**src/rtl/bcd_display_scanner_if.sv**
```systemverilog
// Bus between the display scanner and whatever feeds it digits.
// The producer side (master) supplies the digits, decimal points and the
// scan enable; the scanner side (slave) returns the registered display drive.
interface bcd_display_scanner_if #(
  parameter int NUM_DIGITS = 4
);
  logic                      enable;
  logic [4*NUM_DIGITS-1:0]   digits_in;
  logic [NUM_DIGITS-1:0]     dp_in;
  logic [6:0]                seg;
  logic                      dp_n;
  logic [NUM_DIGITS-1:0]     an;
  logic                      frame_start;

  modport master (
    output enable, digits_in, dp_in,
    input  seg, dp_n, an, frame_start
  );

  modport slave (
    input  enable, digits_in, dp_in,
    output seg, dp_n, an, frame_start
  );
endinterface

```
**src/rtl/bcd_display_scanner.sv**
```systemverilog
// Time-multiplexed common-anode 7-segment driver for NUM_DIGITS BCD digits.
// A prescaler sets how long each digit is lit. The digit values are frozen
// once per frame so a digit never changes while the frame is being drawn.
// Leading zeros can be blanked, and non-BCD codes are shown as a dash.
// All display outputs are registered one cycle behind the scan index.
module bcd_display_scanner #(
  parameter int NUM_DIGITS = 4,
  parameter int SCAN_DIV   = 4,
  parameter int LZ_BLANK   = 1
) (
  input  logic                        clk,
  input  logic                        reset,
  bcd_display_scanner_if.slave        bus
);

  localparam int DIV_W = (SCAN_DIV > 1) ? $clog2(SCAN_DIV) : 1;
  localparam int IDX_W = (NUM_DIGITS > 1) ? $clog2(NUM_DIGITS) : 1;

  logic [DIV_W-1:0]      div_cnt;
  logic [IDX_W-1:0]      idx;
  logic [3:0]            snap [NUM_DIGITS];
  logic [NUM_DIGITS-1:0] dp_snap;

  logic                  tick;
  logic                  last_digit;
  logic                  wrap;

  logic [3:0]            cur_digit;
  logic                  cur_dp;
  logic                  cur_blank;
  logic                  higher_zero;
  logic [6:0]            dec_seg;
  logic [6:0]            seg_next;
  logic [NUM_DIGITS-1:0] an_next;

  logic [6:0]            seg_q;
  logic                  dp_n_q;
  logic [NUM_DIGITS-1:0] an_q;
  logic                  frame_start_q;

  assign tick       = bus.enable && (div_cnt == DIV_W'(SCAN_DIV - 1));
  assign last_digit = (idx == IDX_W'(NUM_DIGITS - 1));
  assign wrap       = tick && last_digit;

  // Prescaler and digit index: the index steps once every SCAN_DIV enabled cycles.
  always_ff @(posedge clk or posedge reset) begin
    if (reset) begin
      div_cnt <= '0;
      idx     <= '0;
    end else if (bus.enable) begin
      if (tick) begin
        div_cnt <= '0;
        idx     <= last_digit ? '0 : idx + 1'b1;
      end else begin
        div_cnt <= div_cnt + 1'b1;
      end
    end
  end

  // Freeze the incoming digits on the same edge that the index returns to digit 0.
  always_ff @(posedge clk or posedge reset) begin
    if (reset) begin
      for (int i = 0; i < NUM_DIGITS; i++) snap[i] <= 4'd0;
      dp_snap <= '0;
    end else if (wrap) begin
      for (int i = 0; i < NUM_DIGITS; i++) snap[i] <= bus.digits_in[4*i +: 4];
      dp_snap <= bus.dp_in;
    end
  end

  // Pulse for one cycle after a fresh snapshot starts at digit 0.
  always_ff @(posedge clk or posedge reset) begin
    if (reset) frame_start_q <= 1'b0;
    else       frame_start_q <= wrap;
  end

  // Pick the current digit and decide whether it sits inside a run of leading zeros.
  always_comb begin
    cur_digit   = 4'd0;
    cur_dp      = 1'b0;
    cur_blank   = 1'b0;
    higher_zero = 1'b1;
    for (int i = NUM_DIGITS - 1; i >= 0; i--) begin
      higher_zero = higher_zero && (snap[i] == 4'd0);
      if (idx == IDX_W'(i)) begin
        cur_digit = snap[i];
        cur_dp    = dp_snap[i];
        cur_blank = (LZ_BLANK != 0) && (i > 0) && higher_zero;
      end
    end
  end

  // Active-low segment decode; anything above 9 shows only the middle bar.
  always_comb begin
    case (cur_digit)
      4'd0:    dec_seg = 7'h40;
      4'd1:    dec_seg = 7'h79;
      4'd2:    dec_seg = 7'h24;
      4'd3:    dec_seg = 7'h30;
      4'd4:    dec_seg = 7'h19;
      4'd5:    dec_seg = 7'h12;
      4'd6:    dec_seg = 7'h02;
      4'd7:    dec_seg = 7'h78;
      4'd8:    dec_seg = 7'h00;
      4'd9:    dec_seg = 7'h10;
      default: dec_seg = 7'h3F;
    endcase
    seg_next = cur_blank ? 7'h7F : dec_seg;
  end

  // One-cold anode select for the current index.
  always_comb begin
    an_next = '1;
    for (int i = 0; i < NUM_DIGITS; i++) begin
      if (idx == IDX_W'(i)) an_next[i] = 1'b0;
    end
  end

  // Register the display drive; it freezes together with the scan when disabled.
  always_ff @(posedge clk or posedge reset) begin
    if (reset) begin
      an_q   <= '1;
      seg_q  <= 7'h7F;
      dp_n_q <= 1'b1;
    end else if (bus.enable) begin
      an_q   <= an_next;
      seg_q  <= seg_next;
      dp_n_q <= ~cur_dp;
    end
  end

  assign bus.an          = an_q;
  assign bus.seg         = seg_q;
  assign bus.dp_n        = dp_n_q;
  assign bus.frame_start = frame_start_q;

endmodule

```
**src/flat_wrapper.sv**
```systemverilog
// flat-port wrapper written by rule: the top's interface ports become plain ports
module bcd_display_scanner_flat 
#(
  parameter int NUM_DIGITS = 4,
  parameter int SCAN_DIV   = 4,
  parameter int LZ_BLANK   = 1
)
  (clk, reset, bus_enable, bus_digits_in, bus_dp_in, bus_seg, bus_dp_n, bus_an, bus_frame_start);
  bcd_display_scanner_if #(.NUM_DIGITS(NUM_DIGITS)) bus_i ();
  input  logic clk;
  input  logic reset;
  input wire logic [$bits(bus_i.enable)-1:0] bus_enable;
  input wire logic [$bits(bus_i.digits_in)-1:0] bus_digits_in;
  input wire logic [$bits(bus_i.dp_in)-1:0] bus_dp_in;
  output wire logic [$bits(bus_i.seg)-1:0] bus_seg;
  output wire logic [$bits(bus_i.dp_n)-1:0] bus_dp_n;
  output wire logic [$bits(bus_i.an)-1:0] bus_an;
  output wire logic [$bits(bus_i.frame_start)-1:0] bus_frame_start;
  assign bus_i.enable = bus_enable;
  assign bus_i.digits_in = bus_digits_in;
  assign bus_i.dp_in = bus_dp_in;
  assign bus_seg = bus_i.seg;
  assign bus_dp_n = bus_i.dp_n;
  assign bus_an = bus_i.an;
  assign bus_frame_start = bus_i.frame_start;
  bcd_display_scanner #(.NUM_DIGITS(NUM_DIGITS), .SCAN_DIV(SCAN_DIV), .LZ_BLANK(LZ_BLANK)) u_core (.clk(clk), .reset(reset), .bus(bus_i));
endmodule
```
**config.mk**
```make
export PLATFORM = sky130hd
export DESIGN_NAME = bcd_display_scanner_flat
export DESIGN_NICKNAME = d
export VERILOG_FILES = /design/src/rtl/bcd_display_scanner_if.sv /design/src/rtl/bcd_display_scanner.sv /design/src/flat_wrapper.sv
export SDC_FILE = /design/constraint.sdc
export NUM_CORES = 1
export LEC_CHECK = 0
export ABC_CLOCK_PERIOD_IN_PS = 1900
export BUFFER_PORTS_ARGS = -buffer_cell sky130_fd_sc_hd__buf_2
export CORE_MARGIN = 3
export CORE_UTILIZATION = 40
export CTS_CLUSTER_SIZE = 16
export DETAILED_ROUTE_END_ITERATION = 8
export MAX_ROUTING_LAYER = met4
export PLACE_DENSITY = 0.73
export SYNTH_ARGS = -nofsm -noshare
export SYNTH_HDL_FRONTEND = slang
export SYNTH_SLANG_ARGS = --single-unit
```
**constraint.sdc**
```tcl
create_clock -name clk -period 1.9 [get_ports clk]
set_input_delay 0.19 -clock clk [delete_from_list [all_inputs] [get_ports clk]]
set_output_delay 0.19 -clock clk [all_outputs]
set_load 0.02 [all_outputs]
```
Word level (Yosys, flattened, before mapping)
Memories as Yosys holds them, arrays and structs flattened.
Cells that the tools add are included.
{ "op_classes": {"add_sub_neg": 2, "multipliers": 0, "div": 0, "magnitude_cmp": 0, "n_eq_ne": 4, "shift": 0, "muxes": 19, "n_bitwise": 1, "n_reduce_logical": 9} }
{ "op_table": {"columns": ["op", "count"], "rows": [
  ["$mux 4", 4],
  ["$logic_not 4->1", 3],
  ["$mux 1", 12],
  ["$mux 7", 1],
  ["$eq 2x2->1 const B", 3],
  ["$add 2x1->2 const B", 2],
  ["$logic_and 1x1->1", 4],
  ["$mux 2", 2],
  ["$eq 2x1->1 const B", 1],
  ["$logic_not 2->1", 1],
  ["$reduce_and 2->1", 1],
  ["$not 1->1", 1]
]} }
{ "word_totals": {"register_bits": 37, "latch_bits": 0, "mem_bits_rw": 0, "mem_bits_ro": 112, "in_bits": 23, "output_inout_bits": 13, "elab_cells": 47, "n_memories": 1} }
{ "memory_table": {"columns": ["memory", "words", "width", "read_ports", "rd_clocked_by_memory_dff", "wr", "line", "rtl"], "rows": [
  ["(no name shown)", 16, 7, 1, 0, 0, "bcd_display_scanner.sv:95", "case (cur_digit)"]
]} }

Logic depth before layout (Yosys ltp)
Gate-level depths: netlist of the first run.
An unclocked memory read counts as a cell.
{ "depth": {"word_depth": 7, "mapped_depth": 11, "ltp_nobuf": 10} }

Worst setup path before layout of the first run
OpenSTA, ideal clock, no wires.
{ "synth_timing": {"path_type": "reg2reg", "from": "register u_core.idx[0]", "to": "register u_core.seg_q[1] (netlist: u_core.bus.seg[1])", "setup_ns": 0.073, "arrival_ns": 2.072, "required_ns": 1.827, "setup_slack_ns": -0.245, "stages_incl_launch_ff": 10, "path_buffers": 0, "period_less_slack_ns": 2.145, "cell_sequence": "dfrtp_1 -> ha_1 -> and3b_4 -> a2111oi_4 -> nor2_1 -> ha_1 -> inv_1 -> nor3_1 -> o21ai_0 -> a21oi_1"} }
{ "synth_between": {"elab_chain_len": 7, "word_cells_on_any_way": 14, "cone_classes": "eq/ne: 3; mux: 9; reduce/logical: 1; memory: 1"} }
{ "synth_rtl": {"columns": ["element", "line", "rtl"], "rows": [
  ["from (decl)", "bcd_display_scanner.sv:20", "logic [IDX_W-1:0] idx;"],
  ["from (signal assigned)", "bcd_display_scanner.sv:53", "idx <= last_digit ? '0 : idx + 1'b1;"],
  ["$eq 2x2->1", "bcd_display_scanner.sv:85", "if (idx == IDX_W'(i)) begin"],
  ["$mux 4 (4 in a row)", "bcd_display_scanner.sv:85", null],
  ["$mem_v2 16x7", null, null],
  ["$mux 7 *", "bcd_display_scanner.sv:108", "seg_next = cur_blank ? 7'h7F : dec_seg;"],
  ["to (signal assigned)", "bcd_display_scanner.sv:127", "seg_q <= seg_next;"],
  ["to (decl)", "bcd_display_scanner.sv:36", "logic [6:0] seg_q;"]
]} }
Every way passes the cells marked *; elsewhere a longest branch is shown, timed or not.
A chain may end at the register's enable or synchronous reset.

Worst setup path after layout of the first run
{ "layout_timing": {"from": "register u_core.idx[1]", "to": "register u_core.seg_q[3] (netlist: u_core.bus.seg[3])"} }
The elaborated chain is that of the path after synthesis.

==> reports/qor.txt, run 1 <==
status - finished with violations
failing checks - setup timing
worst setup margin - -220.4 ps
mux share of post-synthesis cell area - 14.61%
EDFF count, synth - 0
Crit Path Max Fanout - 6
starting density of the core - 42.67%
clock sink total - 37
Leakage - 1.212 nW
post-synth cell types - 48
area of the core - 4474 um2
reg2reg path depth - 8
Pins Over Slew Limit - 0
largest family of logic cells by synthesized area - compound AO/OA/AOI/OAI gates
CTS clk-pin slew, worst paths - 70 ps
Routed WL - 4433 um
num rows - 24
via count - 1475
Pwr Density - 2061 nW/um2
Worst Tran Pin Value - 463.6 ps
adder-cell share of the synthesized area - 3.932%
# diodes - 0
clk_skew - 6.569 ps
commonest cells in the netlist - 25 x dfrtp_1, 23 x mux2_2, 13 x nor2_1
Num CTS Buffers - 5
Boundary Pins - 36
nets@finish - 252
Yosys Warn Count - 0
type of the worst min-delay path - in2async
Simple-Gate Fraction of Synth Area - 10.29%
required time of the critical path - 2110 ps
Finish-stage setup viols - 7
H-tree depth - 2
share of layout cells above drive strength 1 - 64.13%
worst hold slack - 4.501 ps
DRT iter0 DRCs - 70
first-pass GRT wire length - 6824 um
Syn Std Cell Area - 1909 um2
CTS tree - built
Final Hold Viols - 0
Worst setup SP type - flop
CP arrival - 2330 ps
synth top area cells - dfrtp_1 33%, dfstp_2 17%, mux2_2 14%, ha_1 3.9%, a2111oi_4 2.9%
area grow syn2layout - 36.04%
Worst R2R Start - u_core.idx[1]
Max Clk Rate - 471.6 MHz
# port buffers - 35
Detailed Routing Iterations Pass 1 - 4
Most used DFF post-synth - dfrtp_1
Root Buffer - clkbuf_8
Mapped Cells - 157
reg2reg end - u_core.bus.seg[3]
period utilization - 111.6%
Post-synth ARST share - 100.0%
Peak VDD IR - 0.7871 mV
vias in the first global route - 1462
total gr overflow - 0
top-area cell type share of the netlist area - 32.77%
DR vias/cell - 5.364
Vert. Die Dim - 75.09 um
Post-DP HPWL - 3047 um
syn nets - 186
post-layout util - 58.05%
RSZ-0062 raised after global routing - yes
DRC errors left - 0
XOR/XNOR Fraction of Synth Area - 0%
die area - 5639 um2
fillcell total - 384
clock tree buffer depth - 2
R2R Setup Slk - -220 ps
initial antenna violation count - 0
Setup Crit Path Kind - reg2reg
die width - 75.09 um
gr usage total - 16.69%
average size of a mapped cell - 12.16 um2
max_cap viols - 0
GP Congestion - 0.8588
CP Capture Type - flop
Post-DRT Antenna Nets - 0
area leader, netlist - dfrtp_1
crit path time final - 2120 ps
largest net degree at the start of global routing - 38
Worst-Skew Late Latency - 290 ps
most common cell in the netlist - dfrtp_1
compound-gate portion of the synthesized area - 16.97%
Slew HR - 69.10%
Post-CTS Hold Fix Bufs - 0
Avg WL per Cell - 16.12 um
#FFs+latches synth - 37
Seq/Total Area, Yosys - 49.28%
area by class of cell:
class                           instances  area [um2]  area share (%)
Multi-Input combinational cell        103        1018           39.21
Sequential cell                        37       942.2           36.27
Timing Repair Buffer                   67       451.7           17.39
Clock buffer                            7       86.33           3.324
Tap cell                               52       65.06           2.505
Inverter                                9       33.78           1.301
worst max-delay path, cell delays in order (launching register included):
cell and delay, ps:
dfrtp_1 420, buf_6 130, ha_4 180, buf_6 120
a2111oi_4 390, buf_4 190, o22ai_2 90, or3_1 330
a41oi_2 200
state kept, by name, indices dropped and copies added (netlist names):
signal                  count
u_core.dp_snap              4
u_core.bus.seg              7
u_core.div_cnt              2
u_core.snap                16
u_core.bus.an               4
u_core.bus.dp_n             1
u_core.idx                  2
u_core.bus.frame_start      1
kinds of logic after synthesis:
logic type / after synthesis
DFF: 37
AOI/OAI and AO/OA: 36
and+or+nand+nor: 36
muxes: 25
buffers and inverters: 17
adders and majority gates: 6
worst max path at each step:
stage,cells past startpoint,endpoint,startpoint,slack [ps]
after floorplan,11,u_core.bus.seg[1],u_core.idx[0],-100
after global placement,10,u_core.bus.seg[1],u_core.idx[0],-130
after detailed placement,8,u_core.bus.seg[0],u_core.idx[0],-260
after CTS,9,u_core.bus.seg[3],u_core.idx[1],-140
after global routing,10,u_core.bus.seg[1],u_core.idx[1],-290
final,8,u_core.bus.seg[3],u_core.idx[1],-220
stage by stage:
stage,TNS (ps),setup slack [ps],std cells,instance area (um2),power (mW)
floorplan,-176.6,-104.7,157,1922,3.247
global placement,-586.4,-129.0,260,2307,4.079
detailed placement,-1126,-255.5,260,2307,4.153
CTS,-601.1,-139.6,270,2501,4.990
global route,-1529,-288.9,275,2597,5.734
finish,-794.7,-220.4,275,2597,5.353
report_power, final:
| group | switching [mW] | internal [mW] |
|---|---|---|
| clock | 0.255 | 0.287 |
| combinational | 1.58 | 1.72 |
| sequential | 0.278 | 1.24 |
what timing repair did:
item | 4_1_cts | 5_1_grt
resized for setup | 17 | 18
buffers inserted | 3 | 5
pin swaps | 3 | 8
hold endpoints to repair | 0 | 0
setup endpoints to repair | 7 | 7
metal layers:
| metal | vias to the layer above | global-route usage, % | routed length [um] | share of wire, % |
|---|---|---|---|---|
| met2 | 35 | 25.63 | 2204 | 50 |
| met1 | 731 | 21.54 | 1992 | 45 |
| li1 | 702 | - | - | - |
| met4 | 0 | 5.731 | 48 | 1.1 |
| met3 | 7 | 4.005 | 188 | 4.2 |
| met5 | - | - | 0 | 0 |
cell usage in the layout (no fill, tap or decap), types with 4 or more instances in the layout:
cell type	netlist	final
a21oi_1	8	8
buf_2	0	35
buf_4	0	27
clkbuf_8	0	6
dfrtp_1	25	24
dfstp_2	12	12
ha_4	0	4
inv_1	8	5
inv_2	1	4
mux2_2	23	23
nand2_1	4	4
nor2_1	13	11
Power figures use the tool's default switching activity.
==> run 2, diff against run 1 <==
--- a/config.mk
+++ b/config.mk
@@ -7,6 +7,7 @@
 export LEC_CHECK = 0
 export ABC_CLOCK_PERIOD_IN_PS = 1900
 export BUFFER_PORTS_ARGS = -buffer_cell sky130_fd_sc_hd__buf_2
+export CORE_ASPECT_RATIO = 1.1
 export CORE_MARGIN = 3
 export CORE_UTILIZATION = 40
 export CTS_CLUSTER_SIZE = 16
==> reports/qor.txt, run 2 (synthesis gave the netlist of run 1 again) <==
clock tree buffer depth - 2 (unchanged)
Final Power - 5.308 mW (was 5.353 mW)
dpl cells - 259 (was 260)
fillcell total - 378 (was 384)
DP Area - 2287 um2 (was 2307 um2)
required time of the critical path - 2110 ps (about the same)
Slowest-stage cell, CP - dfrtp_1 (unchanged)
H-tree depth - 2 (unchanged)
R2R Setup Slk - -170 ps (was -220 ps)
Worst Tran Pin Value - 682.4 ps (was 463.6 ps)
Worst-Skew Late Latency - 290 ps (about the same)
Post-CTS Hold Fix Bufs - 0 (unchanged)
num rows - 25 (was 24)
delay of the slowest critical-path stage - 400 ps (was 420 ps)
most frequent CP cell - buf_4 (was buf_6)
reg2reg end - u_core.bus.seg[3] (unchanged)
Top reg by flops - u_core.snap (unchanged)
# diodes - 0 (unchanged)
Post-DRT Antenna Nets - 0 (unchanged)
Root Buffer - clkbuf_8 (unchanged)
CTS clk-pin slew, worst paths - 70 ps (about the same)
Detailed Routing Iterations Pass 1 - 4 (unchanged)
Pins Over Slew Limit - 0 (unchanged)
Leakage - 1.205 nW (was 1.212 nW)
die area - 5639 um2 (about the same)
Largest delay share family, worst path - compound AO/OA/AOI/OAI gates (unchanged)
# port buffers - 35 (unchanged)
via count - 1433 (was 1475)
reg2reg path depth - 8 (unchanged)
Slew HR - 54.45% (was 69.10%)
area grow syn2layout - 35.19% (was 36.04%)
Setup Crit Path Kind - reg2reg (unchanged)
Final Hold Viols - 4 (was 0)
initial antenna violation count - 0 (unchanged)
Routed WL - 4195 um (was 4433 um)
Num CTS Buffers - 5 (unchanged)
leading cell types in the layout, fill and taps excluded - 35 x buf_2, 25 x dfrtp_1, 23 x mux2_2 (was 35 x buf_2, 27 x buf_4, 24 x dfrtp_1)
worst setup margin - -173.7 ps (was -220.4 ps)
non-filler cells, final - 274 (was 275)
clock sink total - 37 (unchanged)
total gr overflow - 0 (unchanged)
failing checks - hold timing, setup timing (was setup timing)
period utilization - 109.1% (was 111.6%)
type of the worst min-delay path - in2async (unchanged)
fin area - 2581 um2 (was 2597 um2)
nets@finish - 248 (was 252)
starting density of the core - 42.99% (was 42.67%)
share of layout cells above drive strength 1 - 61.36% (was 64.13%)
CP Capture Type - flop (unchanged)
CTS tree - built (unchanged)
Largest register FFs - 16 (unchanged)
first-pass GRT wire length - 6741 um (was 6824 um)
CP arrival - 2290 ps (was 2330 ps)
CP Depth - 8 (unchanged)
CP bufs+invs - 2 (was 3)
Boundary Pins - 36 (unchanged)
max_cap viols - 0 (unchanged)
gr usage total - 15.77% (was 16.69%)
Post-DP HPWL - 2975 um (was 3047 um)
worst hold slack - -13.04 ps (was 4.501 ps)
Peak VDD IR - 0.8627 mV (was 0.7871 mV)
vias in the first global route - 1449 (was 1462)
Sum Neg Setup Slack - -616.6 ps (was -794.7 ps)
Worst setup SP type - flop (unchanged)
largest net degree at the start of global routing - 22 (was 38)
Max Clk Rate - 482.2 MHz (was 471.6 MHz)
Vert. Die Dim - 78.46 um (was 75.09 um)
Avg WL per Cell - 15.31 um (was 16.12 um)
DRC errors left - 0 (unchanged)
DRT iter0 DRCs - 46 (was 70)
Finish-stage setup viols - 6 (was 7)
post-layout util - 58.11% (was 58.05%)
DR vias/cell - 5.230 (was 5.364)
Crit Path Max Fanout - 7 (was 6)
Worst R2R Start - u_core.idx[0] (was u_core.idx[1])
RSZ-0062 raised after global routing - yes (unchanged)
GP Congestion - 0.8496 (was 0.8588)
commonest non-fill, non-tap cell in the layout - buf_2 (unchanged)
die width - 71.88 um (was 75.09 um)
CP cell instances - buf_4, ha_4, buf_4, a211o_1, a21oi_4, o22ai_2, or3_1, a41oi_2 (was buf_6, ha_4, buf_6, a2111oi_4, buf_4, o22ai_2, or3_1, a41oi_2)
crit path time final - 2074 ps (was 2120 ps)
Pwr Density - 2056 nW/um2 (was 2061 nW/um2)
area of the core - 4442 um2 (was 4474 um2)
status - finished with violations (unchanged)
clk_skew - 6.185 ps (was 6.569 ps)
==> run 2: metal layers <==
layer  track usage (%)  vias up  share of wire (%)
met3             4.866        9                4.5
met4             7.519        0                2.3
li1                  -      692                  -
met2             25.37       30                 53
met1             17.80      702                 40
met5                 -        -                  0
==> run 2: how the worst max path moves through the flow <==
stage | start | endpoint
after global placement | u_core.idx[0] | u_core.bus.seg[0]
after floorplan | u_core.idx[0] | u_core.bus.seg[1]
after CTS | u_core.idx[0] | u_core.bus.seg[3]
final | u_core.idx[0] | u_core.bus.seg[3]
after detailed placement | u_core.idx[1] | u_core.bus.seg[0]
after global routing | u_core.idx[0] | u_core.bus.seg[3]
==> run 2: repair_timing <==
action	CTS	global route
gates resized for setup	15	12
buffers inserted	5	2
endpoints found under the setup margin	6	7
pin swaps	6	3
cloned	0	0
==> run 2: power by group <==
group          internal [mW]  switching [mW]  total [mW]
combinational           1.60            1.52        3.13
sequential              1.23           0.248        1.48
clock                  0.428           0.270       0.698
total                   3.26            2.04        5.31
==> run 2: per-stage QoR <==
step | hold WS (ps) | setup WS (ps)
4_1_cts | 5.774 | -134.3
3_5_place_dp | 317.6 | -223.8
5_1_grt | 48.42 | -267.5
6_report | -13.04 | -173.7
3_3_place_gp | 314.0 | -208.0
2_1_floorplan | 340.4 | -104.7
==> run 2: cell type report <==
cell class,instances,area (um2),area share [%]
Clock inverter,1,30.03,1.163
Timing Repair Buffer,63,425.4,16.48
Sequential cell,37,940.9,36.45
Multi-Input combinational cell,103,997.2,38.63
Inverter,9,33.78,1.309
Clock buffer,7,86.33,3.345
Tap cell,54,67.56,2.618
